<file path="config.mk">
export PLATFORM = sky130hd
export DESIGN_NAME = pipeline_run_ctrl
export DESIGN_NICKNAME = d
export VERILOG_FILES = /design/src/rtl/pipeline_pkg.sv /design/src/rtl/pipeline_halt_det.sv /design/src/rtl/pipeline_run_ctrl.sv
export SDC_FILE = /design/constraint.sdc
export NUM_CORES = 1
export LEC_CHECK = 0
export ABC_AREA = 1
export ABC_CLOCK_PERIOD_IN_PS = 2200
export CELL_PAD_IN_SITES_DETAIL_PLACEMENT = 1
export CELL_PAD_IN_SITES_GLOBAL_PLACEMENT = 1
export CORE_MARGIN = 2
export CORE_UTILIZATION = 40
export DETAILED_ROUTE_END_ITERATION = 8
export MAX_ROUTING_LAYER = met4
export PLACE_DENSITY_LB_ADDON = 0.1
export SLEW_MARGIN = 30
export SYNTH_ARGS = -nofsm -noshare
export SYNTH_HDL_FRONTEND = slang
export SYNTH_HIERARCHICAL = 1
export SYNTH_SLANG_ARGS = --single-unit
</file>
<file path="constraint.sdc">
create_clock -name clk -period 2.2 [get_ports clk]
set_input_delay 0.44 -clock clk [delete_from_list [all_inputs] [get_ports clk]]
set_output_delay 0.44 -clock clk [all_outputs]
set_load 0.005 [all_outputs]
</file>
<file path="src/rtl/pipeline_pkg.sv">
// -----------------------------------------------------------------------------
// pipeline_pkg
// Shared definitions for the pipelined-core run controller.
//   run_state_e : controller FSM encoding (Idle=0, RstHold=1, Run=2, Done=3)
//   DefPcW      : default retire-PC width
//   DefCntW     : default cycle/retire counter width
// -----------------------------------------------------------------------------
package pipeline_pkg;

    typedef enum logic [1:0] {
        StIdle    = 2'd0,
        StRstHold = 2'd1,
        StRun     = 2'd2,
        StDone    = 2'd3
    } run_state_e;

    localparam int unsigned DefPcW  = 32;
    localparam int unsigned DefCntW = 32;

endpackage

</file>
<file path="src/rtl/pipeline_halt_det.sv">
// -----------------------------------------------------------------------------
// pipeline_halt_det
// Per-core halt detector and retire counter. A core is considered halted once
// it retires the same PC HALT_REPEAT times in a row (a branch-to-self loop).
// Ports:
//   clk          in   system clock, rising edge
//   rst          in   asynchronous active-low reset
//   clr          in   synchronous clear of all state (run restart)
//   en           in   retire inputs are only observed while en=1
//   retire_valid in   core retired an instruction this cycle
//   retire_pc    in   PC of the retired instruction
//   halted       out  sticky halt flag (registered)
//   halted_next  out  next-state of halted, lets the top see a halt one cycle early
//   retire_count out  saturating retire counter (registered)
// -----------------------------------------------------------------------------
module pipeline_halt_det
    import pipeline_pkg::*;
#(
    parameter int unsigned HALT_REPEAT = 4,
    parameter int unsigned PC_W        = DefPcW,
    parameter int unsigned CNT_W       = DefCntW
) (
    input  logic             clk,
    input  logic             rst,
    input  logic             clr,
    input  logic             en,
    input  logic             retire_valid,
    input  logic [PC_W-1:0]  retire_pc,
    output logic             halted,
    output logic             halted_next,
    output logic [CNT_W-1:0] retire_count
);

    localparam int unsigned   RepW   = $clog2(HALT_REPEAT + 1);
    localparam logic [RepW-1:0] RepMax = RepW'(HALT_REPEAT);
    localparam logic [RepW-1:0] RepOne = RepW'(1);

    logic [PC_W-1:0]  last_pc_q, last_pc_d;
    logic [RepW-1:0]  rep_q, rep_d;
    logic             seen_q, seen_d;   // last_pc_q holds a PC from this run
    logic             halted_q, halted_d;
    logic [CNT_W-1:0] ret_cnt_q, ret_cnt_d;

    always_comb begin
        last_pc_d = last_pc_q;
        rep_d     = rep_q;
        seen_d    = seen_q;
        halted_d  = halted_q;
        ret_cnt_d = ret_cnt_q;
        if (clr) begin
            last_pc_d = '0;
            rep_d     = '0;
            seen_d    = 1'b0;
            halted_d  = 1'b0;
            ret_cnt_d = '0;
        end else if (en && retire_valid) begin
            if (ret_cnt_q != '1) begin
                ret_cnt_d = ret_cnt_q + 1'b1;
            end
            // Without seen_q a stale PC from the previous run could extend a streak.
            if (seen_q && (retire_pc == last_pc_q)) begin
                if (rep_q != RepMax) begin
                    rep_d = rep_q + 1'b1;
                end
            end else begin
                rep_d     = RepOne;
                last_pc_d = retire_pc;
            end
            seen_d = 1'b1;
            if (rep_d == RepMax) begin
                halted_d = 1'b1;
            end
        end
    end

    always_ff @(posedge clk or negedge rst) begin
        if (!rst) begin
            last_pc_q <= '0;
            rep_q     <= '0;
            seen_q    <= 1'b0;
            halted_q  <= 1'b0;
            ret_cnt_q <= '0;
        end else begin
            last_pc_q <= last_pc_d;
            rep_q     <= rep_d;
            seen_q    <= seen_d;
            halted_q  <= halted_d;
            ret_cnt_q <= ret_cnt_d;
        end
    end

    assign halted       = halted_q;
    assign halted_next  = halted_d;
    assign retire_count = ret_cnt_q;

endmodule

</file>
<file path="src/rtl/pipeline_run_ctrl.sv">
// -----------------------------------------------------------------------------
// pipeline_run_ctrl
// Run controller for NUM_CORES pipelined cores: holds the cores in reset for
// RST_HOLD cycles after start, runs them for at most MAX_CYCLES cycles, counts
// cycles and retirements, and finishes early once every core has halted.
// Ports:
//   clk          in   system clock, rising edge
//   rst          in   asynchronous active-low reset
//   start        in   1-cycle start request (honoured in Idle and Done)
//   retire_valid in   [NUM_CORES] per-core retire strobe
//   retire_pc    in   [NUM_CORES*PC_W] per-core retire PC, core i at [i*PC_W +: PC_W]
//   core_rst_n   out  [NUM_CORES] active-low core reset, released only in Run
//   busy         out  1 in RstHold or Run
//   done         out  1 in Done
//   timeout      out  run ended on the cycle budget rather than on halts
//   halted       out  [NUM_CORES] sticky per-core halt flags
//   cycle_count  out  [CNT_W] cycles spent in Run (saturating)
//   retire_count out  [NUM_CORES*CNT_W] per-core retire counts, sliced like retire_pc
// All outputs come straight from flops.
// -----------------------------------------------------------------------------
module pipeline_run_ctrl
    import pipeline_pkg::*;
#(
    parameter int unsigned NUM_CORES   = 1,
    parameter int unsigned RST_HOLD    = 2,
    parameter int unsigned MAX_CYCLES  = 50,
    parameter int unsigned HALT_REPEAT = 4,
    parameter int unsigned PC_W        = DefPcW,
    parameter int unsigned CNT_W       = DefCntW
) (
    input  logic                       clk,
    input  logic                       rst,
    input  logic                       start,
    input  logic [NUM_CORES-1:0]       retire_valid,
    input  logic [NUM_CORES*PC_W-1:0]  retire_pc,
    output logic [NUM_CORES-1:0]       core_rst_n,
    output logic                       busy,
    output logic                       done,
    output logic                       timeout,
    output logic [NUM_CORES-1:0]       halted,
    output logic [CNT_W-1:0]           cycle_count,
    output logic [NUM_CORES*CNT_W-1:0] retire_count
);

    localparam int unsigned      HoldW    = (RST_HOLD > 1) ? $clog2(RST_HOLD) : 1;
    localparam logic [HoldW-1:0] HoldInit = HoldW'(RST_HOLD - 1);
    localparam logic [CNT_W-1:0] CycLast  = CNT_W'(MAX_CYCLES - 1);

    run_state_e             state_q, state_d;
    logic [HoldW-1:0]       hold_q, hold_d;
    logic [CNT_W-1:0]       cycle_q, cycle_d;
    logic                   timeout_q, timeout_d;
    logic [NUM_CORES-1:0]   core_rst_n_q, core_rst_n_d;
    logic                   busy_q, busy_d;
    logic                   done_q, done_d;

    logic                   start_ok;
    logic                   clr;
    logic                   run_en;
    logic [NUM_CORES-1:0]   halted_next;
    logic                   all_halted_next;

    // Clear is derived from state_q/start rather than state_d: state_d depends on
    // the detectors' halted_next, which in turn depends on clr.
    assign start_ok        = start && ((state_q == StIdle) || (state_q == StDone));
    assign clr             = start_ok || (state_q == StRstHold);
    assign run_en          = (state_q == StRun);
    assign all_halted_next = &halted_next;

    for (genvar i = 0; i < NUM_CORES; i++) begin : g_core
        pipeline_halt_det #(
            .HALT_REPEAT (HALT_REPEAT),
            .PC_W        (PC_W),
            .CNT_W       (CNT_W)
        ) u_halt_det (
            .clk          (clk),
            .rst          (rst),
            .clr          (clr),
            .en           (run_en),
            .retire_valid (retire_valid[i]),
            .retire_pc    (retire_pc[i*PC_W +: PC_W]),
            .halted       (halted[i]),
            .halted_next  (halted_next[i]),
            .retire_count (retire_count[i*CNT_W +: CNT_W])
        );
    end

    always_comb begin
        state_d   = state_q;
        hold_d    = hold_q;
        cycle_d   = cycle_q;
        timeout_d = timeout_q;
        case (state_q)
            StIdle, StDone: begin
                if (start) begin
                    state_d   = StRstHold;
                    hold_d    = HoldInit;
                    cycle_d   = '0;
                    timeout_d = 1'b0;
                end
            end
            StRstHold: begin
                cycle_d   = '0;
                timeout_d = 1'b0;
                if (hold_q == '0) begin
                    state_d = StRun;
                end else begin
                    hold_d = hold_q - 1'b1;
                end
            end
            StRun: begin
                if (cycle_q != '1) begin
                    cycle_d = cycle_q + 1'b1;
                end
                // A halt completing on the last budget cycle is not a timeout.
                if (all_halted_next) begin
                    state_d   = StDone;
                    timeout_d = 1'b0;
                end else if (cycle_q == CycLast) begin
                    state_d   = StDone;
                    timeout_d = 1'b1;
                end
            end
            default: begin
                state_d = StIdle;
            end
        endcase

        core_rst_n_d = (state_d == StRun) ? {NUM_CORES{1'b1}} : {NUM_CORES{1'b0}};
        busy_d       = (state_d == StRstHold) || (state_d == StRun);
        done_d       = (state_d == StDone);
    end

    always_ff @(posedge clk or negedge rst) begin
        if (!rst) begin
            state_q      <= StIdle;
            hold_q       <= '0;
            cycle_q      <= '0;
            timeout_q    <= 1'b0;
            core_rst_n_q <= '0;
            busy_q       <= 1'b0;
            done_q       <= 1'b0;
        end else begin
            state_q      <= state_d;
            hold_q       <= hold_d;
            cycle_q      <= cycle_d;
            timeout_q    <= timeout_d;
            core_rst_n_q <= core_rst_n_d;
            busy_q       <= busy_d;
            done_q       <= done_d;
        end
    end

    assign core_rst_n  = core_rst_n_q;
    assign busy        = busy_q;
    assign done        = done_q;
    assign timeout     = timeout_q;
    assign cycle_count = cycle_q;

endmodule

</file>
==> reports/metrics.csv, run 1 <==
stage;metric;value;unit
run_status;status;completed;
route;routed_via_density;5.18;
die;die_h;141;microns
place;hpwl;18.3;mm
yosys;synth_top_area_share;36.2;%
final_layout;layout-drive-gt1-share;16.8;%
clocking;cts_buffers;9;
die;row_count;49;
worst_setup_path;critPathKind;flip-flop to flip-flop;
grt;grt_usage;26.1;%
final_layout;synthToLayoutAreaGrowth;30.6;%
clocking;cts_tree;built;
sta;hold_viol;0;
sta;holdWs;0.397;ns
clocking;clk_pin_slew_worst_paths;0.08;ns
route;wl_per_cell;16.3;microns
grt;overflow;0;
hold_path;hp-class;input pin to flip-flop;
clocking;ctsRootBufferMaster;clkbuf_16;
yosys;synthMuxAreaShare;0;%
yosys;syn_inst;1099;
route;ant_nets;0;
sta;clock.fmax;0.456;GHz
final_layout;finalInstanceArea;9740;sq um
sta;min_period;2.19;ns
grt;antenna_found_initial;0;
pwr;pwr_density_cell;673;nW/um^2
clocking;clk-insertion-delay-late;0.36;ns
yosys;yosysWarnings;6;
route;drt_iter0_drc;353;
final_layout;num-nets-final;1317;
yosys;synthesis.nets;1143;
sta;clock_skew;0.00715;ns
grt;grt_pass1_vias;7941;
hold_path;hp-start;retire_pc[27];
yosys;yosysUniqueCellTypes;39;
clocking;clk_path_buf_depth;2;
final_layout;final_common_cell;nand2_1;
route;first_pass_iters;5;
clocking;htree_levels;3;
worst_setup_path;cp-startpoint;g_core[0].u_halt_det/last_pc_q[28]$_DFFE_PN0P_;
sta;timing.slew.headroom;67.5;%
worst_setup_path;critPathLaunchType;flip-flop;
sta;setup_viol;0;
sta;worst_pin_slew;0.488;ns
yosys;synthesis.area;7460;sq um
place;gp_congestion;0.876;
yosys;yosysSeqAreaShare;36.2;%
sta;rsz0062_at_grt;true;
final_layout;final_cell_mix;336 x nand2_1, 138 x nand3_1, 130 x nor2_1;
place;dpl-instance-area;9260;sq um
grt;grt_pass1_wl;40.3;mm
worst_setup_path;r2r_start;g_core[0].u_halt_det/last_pc_q[28]$_DFFE_PN0P_;
die;core_area;18100;sq um
die;die_area;19800;sq um
worst_setup_path;cp-end-kind;flip-flop;
worst_setup_path;required;2.46;ns
final_layout;antennaDiodeCount;0;
yosys;avgSynthCellArea;6.79;sq um
route;vias;7795;
worst_setup_path;arrival;2.45;ns
route;routed_wl;24.5;mm
yosys;synthSimpleGateAreaFrac;41.2;%
worst_setup_path;cp_max_fo;3;
pwr;vdd_drop_max;0.439;mV
yosys;synth_compound_area_share;8.74;%
yosys;synth_top_family_by_area;simple AND/OR/NAND/NOR gates;
grt;grt_max_degree;55;
die;start_util;41.1;%
sta;fin_crit_sh;99.7;%
die;num_io_pins;105;
sta;drv_slew;0;
sta;setup_tns;0;ns
yosys;synth_adder_area_share;1.34;%
job;cap_violations;0;
route;route.detailed.drc;0;
die;die_width;141;microns
clocking;clock-sinks;108;
pwr;p_leak;4.47;nW
yosys;synthXorXnorAreaFrac;2.82;%
place;io_buffer_count;104;
yosys;synth_top_cell_by_area;dfrtp_1;
yosys;synth.area.top_cells;dfrtp_1 36%, nand2_1 17%, nand3_1 9.3%;
yosys;synth-seq-cells;108;
[synth_stat cells (all sizes together)]
library cell,instances
a21o,1
o21a,2
nand3,140
nor2,149
ha,8
o21ai,67
nand4,17
or2,3
xnor2,8
dfrtp,108
a211oi,1
nor3b,1
nand2,366
and2,4
inv,129
o22ai,3
o31ai,9
nor3,15
clkbuf,14
xor2,16
a21oi,13
and3,1
nand3b,7
buf,17
[path summary, 6_finish.rpt]
path,to,slack (ns),cells after the start
setup / recovery,busy$_DFF_PN0_,0.007,16
setup reg to reg,busy$_DFF_PN0_,0.007,16
hold reg to reg,timeout$_DFFE_PN0P_,0.51,1
hold / removal,g_core[0].u_halt_det/last_pc_q[27]$_DFFE_PN0P_,0.40,3
min in group asynchronous,g_core[0].u_halt_det/last_pc_q[6]$_DFFE_PN0P_,0.45,2
max in group asynchronous,cycle_count[11]$_DFFE_PN0P_,1.20,3
[flip-flops by register name, indices dropped and copies added (netlist names)]
name                            count
g_core.u_halt_det/last_pc_q        32
done                                1
busy                                1
cycle_count                        32
g_core.u_halt_det/retire_count     32
state_q                             2
g_core.u_halt_det/seen_q            1
core_rst_n                          1
hold_q                              1
g_core.u_halt_det/rep_q             3
g_core.u_halt_det/halted            1
timeout                             1
[worst max-delay path: stages, from the launching register on]
cell     delay (ns)
dfrtp_1        0.41
nor2_2         0.12
nor2_2         0.06
nor2_2         0.15
nand2_1        0.07
nor2_1         0.09
nand2_1        0.11
nor2_2         0.12
nand4_1        0.14
a21oi_2        0.20
nor2_1         0.07
nand2_1        0.05
nand2_1        0.05
nand2_1        0.08
nand2_2        0.08
ha_4           0.27
inv_2          0.03
[cell families (layout without fill, tap and decap cells)]
family	count (synthesis)	in the layout
AO/OA/AOI/OAI	96	96
XOR/XNOR	24	24
adder cells (fa/ha/maj)	8	8
buffers and inverters	160	338
flip-flops	108	108
AND/OR/NAND/NOR	703	703
[stage by stage]
| step | power [mW] | setup slack, ns | cells | utilization [%] |
|---|---|---|---|---|
| 6_report | 6.55 | 0.00741 | 1506 | 53.7 |
| 5_1_grt | 6.97 | -0.125 | 1506 | 53.7 |
| 4_1_cts | 6.51 | -0.0340 | 1504 | 53.0 |
| 3_5_place_dp | 4.78 | -0.636 | 1480 | 51.0 |
| 3_3_place_gp | 4.71 | -0.517 | 1480 | 51.0 |
| 2_1_floorplan | 3.93 | 0.189 | 1099 | - |
[metal layers]
metal / vias to the layer above / part of all wire, % / GRT usage (%) / wire (microns)
met5: - / 0 / - / 0
met4: 0 / 1.6 / 6.47 / 380
met3: 26 / 2.4 / 2.36 / 576
met2: 128 / 47 / 42.5 / 11600
met1: 3796 / 49 / 35.3 / 11900
li1: 3845 / - / - / -
[power breakdown]
part           total (mW)  internal [mW]  switching [mW]
logic                2.68          0.951            1.73
registers            2.25           2.14           0.109
clock network        1.63          0.807           0.823
[area by class of cell]
cell class	count	area [sq um]
multi-input cells	831	4160
clock inverters	4	35.0
clock buffers	11	243
inverters	129	484
well taps	229	287
repair buffers	194	1830
flip-flops and latches	108	2700
fillers	2422	8410
[timing repair]
| item | 4_1_cts | 5_1_grt |
|---|---|---|
| endpoints found under the setup margin | 4 | 43 |
| setup buffers | 8 | 2 |
| pin swaps | 15 | 23 |
| hold endpoints to repair | 6 | 0 |
| resized for setup | 35 | 26 |
| hold buffers | 1 | 0 |
Power figures use the tool's default switching activity.
==> run 2: changes to the inputs <==
CORE_MARGIN = 10   (was 2)
==> run 2 against run 1 <==
Net effect: clock power up 20%; critical endpoint unchanged; fmax about the same; worst hold slack worse by 0.27 ns; clock skew up 0.0025 ns; combinational power down 3%; cell count down 0.13%; via count down 0.10%; first-iteration DRC count up 5.7%; setup slack about the same; die area up 24%; total power up 3.8%.
==> reports/metrics.csv, run 2 (same netlist as run 1, synthesis figures left out) <==
stage;metric;value;unit;change
run_status;status;completed;;
sta;min_period;2.19;ns;+0.000103 ns
worst_setup_path;ff2ff_setup_slack;0.06;ns;+0.05 ns
grt;antenna_found_initial;0;;unchanged
place;dp.cells;1477;;-0.20%
final_layout;num-nets-final;1314;;-0.23%
job;cap_violations;0;;unchanged
final_layout;final_common_cell;nand2_1;;
worst_setup_path;critPathLaunchType;input pin;;
grt;overflow;0;;unchanged
route;wl_per_cell;17.1;microns;+5.2%
worst_setup_path;cpMostUsedCell;nand2_1;;
final_layout;utilization;53.6;%;-0.11 points
die;start_util;41.1;%;unchanged
worst_setup_path;crit_path_top_delay_cell;clkdlybuf4s50_1;;
worst_setup_path;crit_family;simple AND/OR/NAND/NOR gates;;
sta;hold_viol;0;;unchanged
worst_setup_path;r2r_cells;16;;unchanged
worst_setup_path;cp-end-kind;flip-flop;;
worst_setup_path;critPathKind;input pin to flip-flop;;
route;first_pass_iters;4;;-1
place;gp_congestion;0.888;;+1.3%
final_layout;layout-drive-gt1-share;16.3;%;-0.44 points
final_layout;finalNonFillerCells;1504;;-0.13%
worst_setup_path;required;2.47;ns;about the same
sta;setup_viol;0;;unchanged
grt;grt_pass1_vias;8050;;+1.4%
pwr;p_leak;4.45;nW;-0.61%
sta;setup_tns;0;ns;unchanged
final_layout;synthToLayoutAreaGrowth;30.3;%;
worst_setup_path;arrival;2.46;ns;about the same
final_layout;final_cell_mix;336 x nand2_1, 138 x nand3_1, 136 x nor2_1;;
sta;timing.slew.headroom;55.8;%;-12 points
route;drt_iter0_drc;373;;+5.7%
grt;grt_pass1_wl;41.9;mm;+4.0%
die;die_h;157;microns;+11%
clocking;cts_tree;built;;
sta;fin_crit_sh;99.7;%;about the same
worst_setup_path;crit_chain;clkdlybuf4s50_1, nand2_1, nand2_1, nor2_1, nand2_1, nor2_1, nand2_1, nor2_2, nand4_1, a21oi_2, nor2_1, nand2_1, nand2_1, nand2_1, nand2_2, ha_1, inv_1;;
clocking;ctsRootBufferMaster;clkbuf_16;;
pwr;pwr_density_cell;700;nW/um^2;+4.0%
sta;clock_skew;0.00964;ns;+0.00249 ns
grt;grt_usage;21.7;%;-4.3 points
die;core_area;18100;sq um;unchanged
clocking;clk_path_buf_depth;2;;unchanged
clocking;clock-sinks;108;;unchanged
worst_setup_path;cp_slowest_stage_delay;0.44;ns;+0.03 ns
worst_setup_path;worst-path-stages;17;;+1
clocking;clk_pin_slew_worst_paths;0.08;ns;about the same
sta;worst_pin_slew;0.664;ns;+0.176 ns
die;num_io_pins;105;;unchanged
clocking;htree_levels;3;;unchanged
die;die_width;157;microns;+11%
pwr;vdd_drop_max;0.540;mV;+23%
hold_path;hp-class;input pin to asynchronous set/reset pin;;
sta;clock.fmax;0.456;GHz;about the same
sta;rsz0062_at_grt;true;;
worst_setup_path;crit_buf_inv;2;;+1
route;vias;7787;;-0.10%
clocking;cts_buffers;9;;unchanged
sta;drv_slew;0;;unchanged
route;routed_via_density;5.18;;about the same
clocking;postCtsHoldBufs;0;;-1
place;io_buffer_count;104;;unchanged
place;hpwl;19.4;mm;+5.9%
grt;grt_max_degree;109;;+98%
route;routed_wl;25.7;mm;+5.1%
clocking;clk-insertion-delay-late;0.37;ns;about the same
route;ant_nets;0;;unchanged
die;row_count;49;;unchanged
worst_setup_path;cp_max_fo;3;;unchanged
die;die_area;24500;sq um;+24%
route;route.detailed.drc;0;;unchanged
final_layout;antennaDiodeCount;0;;unchanged
[run 2: metrics by stage]
step                area, sq um  setup slack (ns)  power (mW)  hold WS, ns
detailed placement         9240            -0.544        4.82        0.484
finish                     9720           0.00731        6.80        0.125
global route               9720            -0.146        7.21        0.195
floorplan                  7460             0.189        3.93        0.144
global placement           9240            -0.485        4.75        0.488
CTS                        9670           0.00132        6.83        0.187
[run 2: final timing paths]
check	endpoint	from
worst max-delay path	busy$_DFF_PN0_	retire_pc[13]
worst min-delay path	g_core[0].u_halt_det/last_pc_q[6]$_DFFE_PN0P_	rst
worst max register to register	busy$_DFF_PN0_	g_core[0].u_halt_det/last_pc_q[1]$_DFFE_PN0P_
worst min register to register	timeout$_DFFE_PN0P_	timeout$_DFFE_PN0P_
max in group asynchronous	cycle_count[26]$_DFFE_PN0P_	rst
min in group clk	g_core[0].u_halt_det/last_pc_q[18]$_DFFE_PN0P_	retire_pc[18]
[run 2: power by group]
part / total [mW] / switching (mW) / internal, mW
clock: 1.95 / 0.824 / 1.12
combinational: 2.60 / 1.69 / 0.913
sequential: 2.25 / 0.114 / 2.14
[run 2: layer usage]
metal	global-route usage, %	part of all wire, %
met5	-	0
met4	4.31	1.1
met3	3.04	2.7
met2	36.2	49
met1	27.7	48
[run 2: area by class of cell]
cell class	instances	area (sq um)
multi-input cells	831	4120
well taps	229	287
repair buffers	191	1780
clock inverters	7	124
clock buffers	9	225
flip-flops and latches	108	2700
fillers	2396	8430
inverters	129	484
[run 2: what timing repair did]
action / 4_1_cts / 5_1_grt
resized for setup: 45 / 7
endpoints found under the setup margin: 2 / 36
pin swaps: 20 / 9
setup buffers: 8 / 3
==> run 3: changes to the inputs <==
--- a/config.mk
+++ b/config.mk
@@ -21 +21,2 @@
 export SYNTH_SLANG_ARGS = --single-unit
+export TNS_END_PERCENT = 5
--- a/constraint.sdc
+++ b/constraint.sdc
@@ -3,2 +3,2 @@
 set_output_delay 0.44 -clock clk [all_outputs]
-set_load 0.005 [all_outputs]
+set_load 0.05 [all_outputs]
==> run 3 against run 2 <==
Net effect: combinational power increased by 8.8%; largest cell class unchanged; sequential cell count unchanged; the flow now finishes with violations (setup timing); critical path depth decreased by 3; worst hold slack improved by 0.0042 ns; wire length decreased by 1.5%; fmax decreased by 1.9%.
==> reports/metrics.csv, run 3 (same netlist as run 1, synthesis figures left out) <==
stage;metric;value;unit;change
worst_setup_path;required;2.47;ns;about the same
sta;worst_pin_slew;0.621;ns;-0.0425 ns
sta;setup_viol;1;;+1
die;die_width;157;microns;unchanged
die;start_util;41.1;%;unchanged
route;route.detailed.drc;0;;unchanged
run_status;status;finished, violations left;;
clocking;clk-insertion-delay-late;0.37;ns;about the same
clocking;clock-sinks;108;;unchanged
place;dpl-instance-area;9190;sq um;-0.54%
clocking;clk_path_buf_depth;2;;unchanged
die;core_area;18100;sq um;unchanged
final_layout;finalInstanceArea;9770;sq um;+0.48%
sta;clock_skew;0.0123;ns;+0.00266 ns
final_layout;utilization;53.8;%;+0.26 points
die;die_area;24500;sq um;unchanged
pwr;p_total;6.83;mW;+0.40%
route;routed_via_density;5.18;;+0.14%
worst_setup_path;r2r_start;g_core[0].u_halt_det/last_pc_q[13]$_DFFE_PN0P_;;
worst_setup_path;r2r_cells;17;;+1
sta;hold_viol;0;;unchanged
pwr;p_int;4.03;mW;-3.6%
clocking;clk_pin_slew_worst_paths;0.08;ns;about the same
sta;clock.fmax;0.447;GHz;-1.9%
final_layout;synthToLayoutAreaGrowth;31.0;%;
worst_setup_path;arrival;2.51;ns;+0.05 ns
sta;min_period;2.24;ns;+0.0426 ns
route;wl_met2;12.3;mm;-1.7%
clocking;cts_buffers;9;;unchanged
worst_setup_path;critPathKind;input pin to flip-flop;;
place;hpwl;19.1;mm;-1.5%
pwr;p_clk_share;25.6;%;-3.1 points
place;gp_congestion;0.902;;+1.7%
route;wl_per_cell;16.8;microns;-1.6%
sta;setup_ws;-0.0353;ns;-0.0426 ns
final_layout;final_cell_mix;329 x nand2_1, 138 x nand3_1, 134 x nor2_1;;
worst_setup_path;cp_max_fo;2;;-1
die;num_io_pins;105;;unchanged
grt;antenna_found_initial;0;;unchanged
pwr;combPwrFrac;41.4;%;+3.2 points
die;row_count;49;;unchanged
pwr;power_frac_seq;33.0;%;about the same
route;topRoutingLayerUsed;met4;;
pwr;pwr_density_cell;699;nW/um^2;about the same
final_layout;antennaDiodeCount;0;;unchanged
grt;grt_usage;21.4;%;-0.37 points
final_layout;final_common_cell;nand2_1;;
sta;setup_tns;-0.0353;ns;-0.0353 ns
sta;timing.slew.headroom;58.6;%;+2.8 points
pwr;switching_share;41.0;%;+2.4 points
final_layout;layout-drive-gt1-share;17.4;%;+1.1 points
die;die_h;157;microns;unchanged
grt;grt_max_degree;109;;unchanged
sta;fin_crit_sh;102;%;+1.9 points
grt;grt_pass1_vias;8165;;+1.4%
route;dr_wl_met3;1.00;mm;+45%
route;first_pass_iters;5;;+1
pwr;p_leak;4.67;nW;+5.1%
route;ant_nets;0;;unchanged
clocking;htree_levels;3;;unchanged
route;wl_met1;11.8;mm;-3.7%
final_layout;num-nets-final;1316;;+0.15%
pwr;power_switching;2.80;mW;+6.7%
sta;drv_slew;0;;unchanged
clocking;cts_tree;built;;
worst_setup_path;critPathLaunchType;input pin;;
route;routed_wl;25.3;mm;-1.5%
job;cap_violations;0;;unchanged
place;io_buffer_count;104;;unchanged
grt;overflow;0;;unchanged
sta;rsz0062_at_grt;true;;
route;drt_iter0_drc;320;;-14%
route;vias;7808;;+0.27%
grt;grt_pass1_wl;41.4;mm;-1.2%
pwr;vdd_drop_max;0.734;mV;+36%
sta;holdWs;0.129;ns;+0.00423 ns
run_status;violations;setup timing;;
clocking;ctsRootBufferMaster;clkbuf_16;;
worst_setup_path;cp-end-kind;flip-flop;;
hold_path;hp-class;input pin to asynchronous set/reset pin;;
worst_setup_path;r2r-end;busy$_DFF_PN0_;;
worst_setup_path;ff2ff_setup_slack;-0.02;ns;-0.08 ns
run 3: worst max path at each step:
stage / from / to / slack (ns) / cells past startpoint
6_report: retire_pc[18] / busy$_DFF_PN0_ / -0.04 / 14
5_1_grt: g_core[0].u_halt_det/last_pc_q[1]$_DFFE_PN0P_ / busy$_DFF_PN0_ / -0.18 / 17
4_1_cts: g_core[0].u_halt_det/last_pc_q[28]$_DFFE_PN0P_ / busy$_DFF_PN0_ / -0.02 / 16
2_1_floorplan: cycle_count[0]$_DFFE_PN0P_ / cycle_count[0]$_DFFE_PN0P_ / 0.008 / 11
3_3_place_gp: retire_pc[1] / busy$_DFF_PN0_ / -0.50 / 18
3_5_place_dp: retire_pc[7] / busy$_DFF_PN0_ / -0.57 / 18
run 3: critical path, stage by stage:
cell and delay, ns:
clkdlybuf4s50_1 0.46, xnor2_2 0.21, nand3_1 0.09, nand3b_1 0.17, nor2_2 0.16, nand4_1 0.17
a21oi_2 0.19, nor2_1 0.06, nand2_1 0.06, nand2_1 0.05, nand2_1 0.08, nand2_2 0.07
ha_4 0.26, inv_2 0.03
run 3: metal layers:
metal	track usage (%)	vias up
met4	3.78	0
met3	3.37	19
met2	35.9	148
met5	-	-
li1	-	3845
met1	26.9	3796
run 3: cell type report:
| type | instances | area [sq um] |
|---|---|---|
| repair buffers | 193 | 1830 |
| inverters | 129 | 484 |
| clock inverters | 7 | 82.6 |
| multi-input cells | 831 | 4150 |
| well taps | 229 | 287 |
| flip-flops and latches | 108 | 2700 |
| fillers | 2363 | 8380 |
| clock buffers | 9 | 225 |
run 3: per-stage QoR:
stage	setup WS [ns]	std cells
after global placement	-0.498	1471
after floorplan	0.00832	1099
after detailed placement	-0.570	1471
after CTS	-0.0220	1502
after global routing	-0.176	1506
final	-0.0353	1506
run 3: power groups by stage:
stage	Combinational [mW]	Clock [mW]	Sequential [mW]
after floorplan	1.66	0	2.39
after global placement	2.59	0	2.28
after detailed placement	2.65	0	2.28
after CTS	2.79	1.82	2.25
after global routing	3.10	1.89	2.27
final	2.83	1.75	2.25
run 3: timing repair:
action                     4_1_cts  5_1_grt
hold endpoints to repair         0        0
buffers inserted                15        4
pin swaps                       25       22
setup endpoints to repair        2       67
cloned                           0        0
resized for setup               46       30
hold buffers                     0        0
